`src/rtl/if_fetch_unit_pkg.sv`:
```
// Shared types and constants for the instruction-fetch front end.
package if_fetch_unit_pkg;

  localparam int unsigned XLEN = 64;
  localparam int unsigned ILEN = 32;

  localparam logic [XLEN-1:0] PC_INC           = XLEN'(4);
  localparam logic [ILEN-1:0] NOP_INSN_DEFAULT = 32'h0000_0013;

  typedef enum logic [1:0] {
    ST_FETCH = 2'd0,
    ST_WAIT  = 2'd1,
    ST_DROP  = 2'd2,
    ST_HOLD  = 2'd3
  } fetch_state_e;

endpackage

```
`src/rtl/fetch_hold_buf.sv`:
```
// Single-entry pc+instruction holding register, used as the stall buffer.
module fetch_hold_buf
  import if_fetch_unit_pkg::*;
(
  input  logic            clk,
  input  logic            reset,
  input  logic            load_i,
  input  logic            clear_i,
  input  logic [XLEN-1:0] pc_i,
  input  logic [ILEN-1:0] insn_i,
  output logic [XLEN-1:0] pc_o,
  output logic [ILEN-1:0] insn_o
);

  logic [XLEN-1:0] pc_q;
  logic [ILEN-1:0] insn_q;

  // Clear has priority so a redirect always discards a pending capture.
  always_ff @(posedge clk) begin
    if (reset || clear_i) begin
      pc_q   <= '0;
      insn_q <= '0;
    end else if (load_i) begin
      pc_q   <= pc_i;
      insn_q <= insn_i;
    end
  end

  assign pc_o   = pc_q;
  assign insn_o = insn_q;

endmodule

```
`src/rtl/if_fetch_unit.sv`:
```
// IF stage: owns the PC, runs a single-outstanding imem handshake and
// drives the IF/ID register inputs and write/flush controls.
module if_fetch_unit
  import if_fetch_unit_pkg::*;
#(
  parameter logic [XLEN-1:0] RESET_PC = 64'h0,
  parameter logic [ILEN-1:0] NOP_INSN = NOP_INSN_DEFAULT
) (
  input  logic            clk,
  input  logic            reset,
  input  logic            stall,
  input  logic            branch_taken,
  input  logic [XLEN-1:0] branch_target,
  output logic            imem_req,
  output logic [XLEN-1:0] imem_addr,
  input  logic            imem_ready,
  input  logic            imem_rvalid,
  input  logic [ILEN-1:0] imem_rdata,
  output logic [XLEN-1:0] address_out,
  output logic [ILEN-1:0] instruction_out,
  output logic            IF_ID_Write,
  output logic            IF_ID_Flush
);

  fetch_state_e    state_q;
  logic [XLEN-1:0] pc_q;
  logic [XLEN-1:0] req_pc_q;
  logic [XLEN-1:0] hold_pc;
  logic [ILEN-1:0] hold_insn;
  logic            accept;
  logic            hold_load;
  logic            hold_clear;

  assign imem_req  = !reset && (state_q == ST_FETCH);
  assign imem_addr = pc_q;
  assign accept    = imem_req && imem_ready;

  assign hold_load  = !reset && !branch_taken && (state_q == ST_WAIT) && imem_rvalid && stall;
  assign hold_clear = branch_taken;

  fetch_hold_buf u_hold (
    .clk     (clk),
    .reset   (reset),
    .load_i  (hold_load),
    .clear_i (hold_clear),
    .pc_i    (req_pc_q),
    .insn_i  (imem_rdata),
    .pc_o    (hold_pc),
    .insn_o  (hold_insn)
  );

  // IF/ID inputs: delivered word, held word, or a bubble at the current PC.
  always_comb begin
    address_out     = pc_q;
    instruction_out = NOP_INSN;
    IF_ID_Write     = 1'b0;
    IF_ID_Flush     = 1'b0;
    if (reset) begin
      address_out     = '0;
      instruction_out = '0;
      IF_ID_Flush     = 1'b1;
    end else if (branch_taken) begin
      IF_ID_Flush = 1'b1;
    end else if (!stall) begin
      IF_ID_Write = 1'b1;
      if (state_q == ST_WAIT && imem_rvalid) begin
        address_out     = req_pc_q;
        instruction_out = imem_rdata;
      end else if (state_q == ST_HOLD) begin
        address_out     = hold_pc;
        instruction_out = hold_insn;
      end
    end
  end

  // Fetch FSM; a redirect overrides stall and every state.
  always_ff @(posedge clk) begin
    if (reset) begin
      state_q  <= ST_FETCH;
      pc_q     <= RESET_PC;
      req_pc_q <= '0;
    end else if (branch_taken) begin
      pc_q <= branch_target;
      case (state_q)
        ST_FETCH: state_q <= accept ? ST_DROP : ST_FETCH;
        ST_WAIT:  state_q <= imem_rvalid ? ST_FETCH : ST_DROP;
        ST_DROP:  state_q <= imem_rvalid ? ST_FETCH : ST_DROP;
        default:  state_q <= ST_FETCH;
      endcase
    end else begin
      case (state_q)
        ST_FETCH: begin
          if (accept) begin
            req_pc_q <= pc_q;
            state_q  <= ST_WAIT;
          end
        end
        ST_WAIT: begin
          if (imem_rvalid) begin
            pc_q    <= req_pc_q + PC_INC;
            state_q <= stall ? ST_HOLD : ST_FETCH;
          end
        end
        ST_HOLD: begin
          if (!stall) state_q <= ST_FETCH;
        end
        default: begin
          if (imem_rvalid) state_q <= ST_FETCH;
        end
      endcase
    end
  end

endmodule

```
`config.mk`:
```
export PLATFORM = sky130hd
export DESIGN_NAME = if_fetch_unit
export DESIGN_NICKNAME = d
export VERILOG_FILES = /design/src/rtl/if_fetch_unit_pkg.sv /design/src/rtl/fetch_hold_buf.sv /design/src/rtl/if_fetch_unit.sv
export SDC_FILE = /design/constraint.sdc
export NUM_CORES = 1
export LEC_CHECK = 0
export CAP_MARGIN = 5
export CORE_ASPECT_RATIO = 0.5
export CORE_MARGIN = 1
export CORE_UTILIZATION = 56
export CTS_CLUSTER_DIAMETER = 150
export DETAILED_ROUTE_END_ITERATION = 16
export PLACE_DENSITY = 0.87
export SLEW_MARGIN = 25
export SYNTH_ARGS = -nofsm -noshare
export SYNTH_HDL_FRONTEND = slang
export SYNTH_SLANG_ARGS = --single-unit
export TNS_END_PERCENT = 1
```
`constraint.sdc`:
```
create_clock -name clk -period 3.4 [get_ports clk]
set_clock_uncertainty 0.05 [all_clocks]
set_input_delay 0.34 -clock clk [delete_from_list [all_inputs] [get_ports clk]]
set_output_delay 0.34 -clock clk [all_outputs]
set_load 0.03 [all_outputs]
```
==> key figures, run 1 <==
Routing
  – Drt wl/cell: 17.8 um
  – Residual DRC: 0
  – Antenna-violating nets left: 0
  – Vias per cell: 6.01
  – Via count: 13400
  – Initial DRC Count: 1268
  – WL final: 39400 um
  – Drt pass-1 iters: 7

STA
  – Worst Max-Slew Pin Slew: 705 ps
  – Final worst slack: 205 ps
  – Max_slew headroom: 0.530
  – Fmax: 0.313 GHz
  – Fin crit share: 0.940
  – Setup_tns: 0 ps
  – Unrepaired setup endpoints after global routing: no
  – Hold_ws: 141 ps
  – Fin. max-slew vios: 0
  – Crit path time final: 3190 ps
  – Final Hold Vio Count: 0
  – Final setup violation count: 0

Floorplan
  – Top Ports: 265
  – Die ar.: 22600 um2
  – Die X: 212 um
  – Row count: 37
  – Core ar.: 21000 um2
  – Chip height: 107 um
  – Starting Density: 0.585

Clock network
  – Clock-pin transition on the worst setup and hold timing paths: 60 ps
  – CTS Hold Buffers Added: 0
  – H-tree levels: 1
  – Worst skew pair latency: 510 ps
  – CTS tree: done
  – Clock tree buffer depth: 3
  – Sink Count: 226
  – Clock buffer count from CTS: 21
  – Setup Buffers After CTS: 0
  – CTS root buf: clkbuf_16

Synthesis
  – Asr flop ratio synth: 0
  – Syn_nets: 1873
  – Synth Register Bits: 226
  – Ys Warns: 0
  – Synth area leader: dfxtp_1
  – Number of synthesized flops with an enable pin: 0
  – Cells after Synth: 1767
  – Distinct cells, synth: 54
  – Avg Inst Size Synth: 6.96 um2
  – Area contributors post-synth: dfxtp_1 (37%), nand2_1 (14%), a21oi_1 (10%), nand3b_1 (5.2%), clkbuf_1 (4.6%)
  – Sequential cell area fraction in the yosys report: 0.368
  – Synth Flop Type: dfxtp_1
  – Area share of the largest cell type after synthesis: 0.368
  – Post-Syn Area: 12300 um2

Outcome
  – Outcome: complete, no violations

Final layout
  – Most frequent cells in the layout: nand2_1 (445), a21oi_1 (249), dfxtp_1 (226)
  – FF/Latch Area: 4520 um2
  – Non-filler cells, final: 2220
  – Area of the multi-input gates: 7100 um2
  – Syn-to-layout area delta: 26.8%
  – Most common cell after layout, fill and taps aside: nand2_1
  – Final core occ: 0.742
  – Layout cell share with drive strength beyond 1: 0.0820
  – Net count, final: 2020
  – Fill cells: 1687
  – Design area: 15600 um2

GRT
  – Total Routing Usage GR: 0.339
  – Initial antenna violation count: 1
  – Grt total ovfl: 0
  – First-pass GRT wire length: 62500 um
  – Largest net degree at the start of global routing: 88
  – Vias in the first global route: 12100

Placement
  – Placed insts: 2182
  – Detailed placer's ending HPWL: 25700 um
  – Worst slack at placement: 338 ps
  – Area after DPL: 14900 um2
  – IO buf count: 264
  – Routability cong.: 0.887

Run
  – Maxcap violations: 0

Setup path
  – Crit end category: primary output
  – WS Path Type: flip-flop to primary output
  – Crit path DAT: 2800 ps
  – Worst path required time: 3010 ps
  – Crit path max fanout: 23
  – Setup crit start kind: flip-flop

Power and ir drop
  – Overall power: 6.04 mW
  – Lkg Pwr: 4.96 nW
  – PD cells: 387 nW/um2
  – Worst VDD drop: 0.000364 V

Hold path
  – Min-Delay Path Class: primary input to flip-flop
[worst max-delay path, cell delays in order (launching register included)]
cell,delay (ps)
dfxtp_1,400
ha_1,430
and2_4,350
o21a_2,360
buf_12,210
nor2_1,50
a211oi_1,270
buf_4,210
[sequential cells by signal (all words and copies together) (netlist names)]
signal         cells
imem_addr         64
u_hold.insn_o     32
state_q            2
req_pc_q          64
u_hold.pc_o       64
[cell families after synthesis]
kind of cell | synth area share
AND/OR/NAND/NOR | 0.323
AO/OA/AOI/OAI | 0.224
flip-flops | 0.368
buffers and inverters | 0.0611
XOR/XNOR | 0.0178
adder cells (fa/ha/maj) | 0.00407
multiplexers | 0.00254
[metal layers]
metal  track usage  vias up  part of all wire
met5             0        -                 0
met4         0.114        0             0.026
met3        0.0589       81             0.081
met2         0.544      579              0.46
met1         0.462     6255              0.43
li1              -     6435                 -
[cell usage after synthesis (10+ instances only)]
cell,n
and4_1,18
and3_1,10
nor3_1,17
o22ai_1,14
nor2_1,133
dfxtp_1,226
inv_1,10
xnor2_1,21
clkbuf_1,151
nand3_1,57
buf_2,13
buf_1,14
nand2_1,447
o21ai_0,75
o211ai_1,30
or4_1,14
a211oi_1,69
nand4_1,19
nand3b_1,86
a21oi_1,249
a31oi_1,14
[where the power goes]
group | internal, mW | leakage (nW) | switching [mW]
sequential | 2.71 | 1.83 | 0.0780
combinational | 0.374 | 2.80 | 0.558
clock | 1.29 | 0.324 | 1.03
[timing repair]
action | 4_1_cts | 5_1_grt
gates resized for setup | 1 | 2
setup endpoints to repair | 1 | 21
pin swaps | 0 | 0
cloned | 0 | 1
[final timing paths]
path | startpoint | endpoint | slack, ps | cells after the start
min reg2reg | u_hold.pc_o[38] | u_hold.pc_o[38] | 400 | 2
min | branch_taken | state_q[1] | 140 | 3
max reg2reg | req_pc_q[3] | imem_addr[62] | 650 | 6
max | state_q[0] | address_out[59] | 210 | 7
[area by class of cell]
cell class | count | share of cell area
flip-flops and latches | 226 | 0.290
repair buffers | 304 | 0.187
inverters | 10 | 0.00249
diodes | 1 | 0.000160
multi-input cells | 1351 | 0.455
clock inverters | 2 | 0.000642
clock buffers | 34 | 0.0413
well taps | 292 | 0.0234
No activity file was read; power rests on OpenSTA's default activity.
==> run 2: changes to the inputs <==
CAP_MARGIN = default   (was 5)
CORE_UTILIZATION = 50   (was 56)
PLACE_DENSITY = 0.79   (was 0.87)
TNS_END_PERCENT = default   (was 1)
==> key figures, run 2 (same netlist as run 1, synthesis figures left out) <==
Outcome
  – Outcome: complete, no violations

Placement
  – Placed insts: 2222 (+1.8%)
  – Detailed placer's ending HPWL: 26500 um (+3.1%)
  – IO buf count: 264 (unchanged)
  – Worst slack at placement: 385 ps (+47.1 ps)
  – Routability cong.: 0.877 (-1.1%)

Power and ir drop
  – Clock Power Share: 0.397 (+0.012)
  – Combinational Power Share: 0.152 (-0.002)
  – Switching Share: 0.274 (-0.00252)
  – Lkg Pwr: 4.95 nW (about the same)
  – Seq pwr share: 0.451 (-0.010)
  – Worst VDD drop: 0.000308 V (-15%)
  – Pint: 4.49 mW (+2.6%)
  – Switching pwr: 1.69 mW (+1.3%)
  – PD cells: 395 nW/um2 (+1.9%)

Routing
  – Residual DRC: 0 (unchanged)
  – Drt wl/cell: 17.8 um (about the same)
  – Vias per cell: 5.89 (-2.1%)
  – Drt pass-1 iters: 5 (-2)
  – Via count: 13300 (-0.34%)
  – WL final: 40100 um (+1.8%)
  – Antenna-violating nets left: 0 (unchanged)
  – Initial DRC Count: 1205 (-5.0%)

Setup path
  – RR Endpoint: imem_addr[62]
  – Setup crit start kind: flip-flop
  – Crit end category: primary output
  – R2r startpoint: req_pc_q[3]
  – WS Path Type: flip-flop to primary output
  – Worst path required time: 3010 ps (about the same)
  – Crit path max fanout: 29 (+26%)
  – Crit path DAT: 2850 ps (+50 ps)
  – R2r setup slk: 650 ps (about the same)
  – FF-to-FF path depth: 6 (unchanged)

Clock network
  – Clock tree buffer depth: 3 (unchanged)
  – Sink Count: 226 (unchanged)
  – CTS tree: done
  – Clock-pin transition on the worst setup and hold timing paths: 60 ps (about the same)
  – Setup Buffers After CTS: 0 (unchanged)
  – CTS Hold Buffers Added: 0 (unchanged)
  – Worst skew pair latency: 510 ps (about the same)
  – CTS root buf: clkbuf_16
  – H-tree levels: 1 (unchanged)
  – Clock buffer count from CTS: 22 (+4.8%)

Floorplan
  – Core ar.: 24100 um2 (+15%)
  – Die X: 224 um (+5.8%)
  – Die ar.: 25300 um2 (+12%)
  – Row count: 40 (+8.1%)
  – Chip height: 113 um (+5.7%)
  – Top Ports: 265 (unchanged)
  – Starting Density: 0.511 (-0.0743)

STA
  – Final setup violation count: 0 (unchanged)
  – Final Hold Vio Count: 0 (unchanged)
  – Final worst slack: 162 ps (-43.0 ps)
  – Fin. max-slew vios: 0 (unchanged)
  – Fmax: 0.309 GHz (-1.3%)
  – Crit path time final: 3240 ps (+43.0 ps)
  – Fin crit share: 0.952 (+0.0127)
  – Unrepaired setup endpoints after global routing: no
  – Max_slew headroom: 0.349 (-0.181)
  – Worst Max-Slew Pin Slew: 976 ps (+272 ps)
  – Setup_tns: 0 ps (unchanged)
  – Hold_ws: 142 ps (+0.905 ps)

GRT
  – Total Routing Usage GR: 0.308 (-0.0314)
  – Initial antenna violation count: 1 (unchanged)
  – Met3 Track Usage GR: 0.0475 (-0.0114)
  – Met2 usage: 0.491 (-0.0536)
  – First-pass GRT wire length: 63400 um (+1.5%)
  – Met1 global-route usage: 0.427 (-0.0352)
  – Grt total ovfl: 0 (unchanged)
  – Largest net degree at the start of global routing: 72 (-18%)
  – Vias in the first global route: 12000 (-0.79%)
  – GRT Max-Usage Layer: met2

Run
  – Maxcap violations: 0 (unchanged)

Final layout
  – Most common cell after layout, fill and taps aside: nand2_1
  – Syn-to-layout area delta: 27.2%
  – Final core occ: 0.650 (-0.0918)
  – Net count, final: 2016 (-0.20%)
  – Layout cell share with drive strength beyond 1: 0.0791 (-0.00291)
  – Non-filler cells, final: 2259 (+1.8%)
  – Fill cells: 2148 (+27%)
  – Most frequent cells in the layout: nand2_1 (445), a21oi_1 (249), dfxtp_1 (226)

Hold path
  – Min-Delay Path Class: primary input to flip-flop
  – Hold Startpoint: branch_taken
  – Hold EP: state_q[1]
  – Hold path depth: 3 (unchanged)
[run 2: changes by cell type in the layout (fill, tap and decap cells not counted), moves of 2 or more]
cell | before | now
buf_4 | 94 | 90
clkbuf_8 | 7 | 4
clkbuf_16 | 21 | 23
clkinv_2 | 3 | 1
[run 2: power groups by stage]
stage	registers [mW]	clock network [mW]	logic [mW]
after detailed placement	2.85	0	0.931
after global placement	2.85	0	0.924
final	2.79	2.45	0.938
after CTS	2.79	2.48	0.935
after floorplan	2.90	0	0.446
after global routing	2.80	2.59	1.00
[run 2: critical path, cell delays in order (launching register included)]
cell	delay, ps
dfxtp_1	390
inv_1	90
ha_1	270
nand2_4	320
buf_4	300
nand3_1	100
a21oi_1	180
clkdlybuf4s50_1	690
[run 2: cell type report]
type	instances	area, um2	share of cell area
Inverter	10	38.8	0.00248
Sequential cell	226	4520	0.289
Multi-Input combinational cell	1350	7090	0.453
Timing Repair Buffer	300	2880	0.184
Clock inverter	2	46.3	0.00296
Clock buffer	34	657	0.0420
Tap cell	336	420	0.0269
Antenna cell	1	2.50	0.000160
[run 2: how the worst max path moves through the flow]
stage	from	cells after the start	slack [ps]	endpoint
after floorplan	state_q[1]	9	590	address_out[14]
after global placement	imem_rvalid	6	430	instruction_out[11]
after detailed placement	imem_rvalid	6	380	instruction_out[8]
after CTS	state_q[0]	6	50	instruction_out[8]
after global routing	state_q[1]	7	2	instruction_out[16]
final	state_q[1]	7	160	instruction_out[3]
[run 2: per-layer routing]
metal / wire length, um / vias up
met5: 0 / -
met4: 1030 / 0
met3: 2890 / 68
met2: 18400 / 504
met1: 17900 / 6296
li1: - / 6436
[run 2: metrics by stage]
step	cell area (um2)	total power, mW
after global placement	14900	3.77
final	15700	6.18
after detailed placement	14900	3.78
after global routing	15700	6.39
after floorplan	12300	3.35
after CTS	15600	6.20
[run 2: what timing repair did]
item | in CTS | in global routing
endpoints found under the hold margin | 0 | 0
endpoints found under the setup margin | 0 | 19
resized for setup | 0 | 2
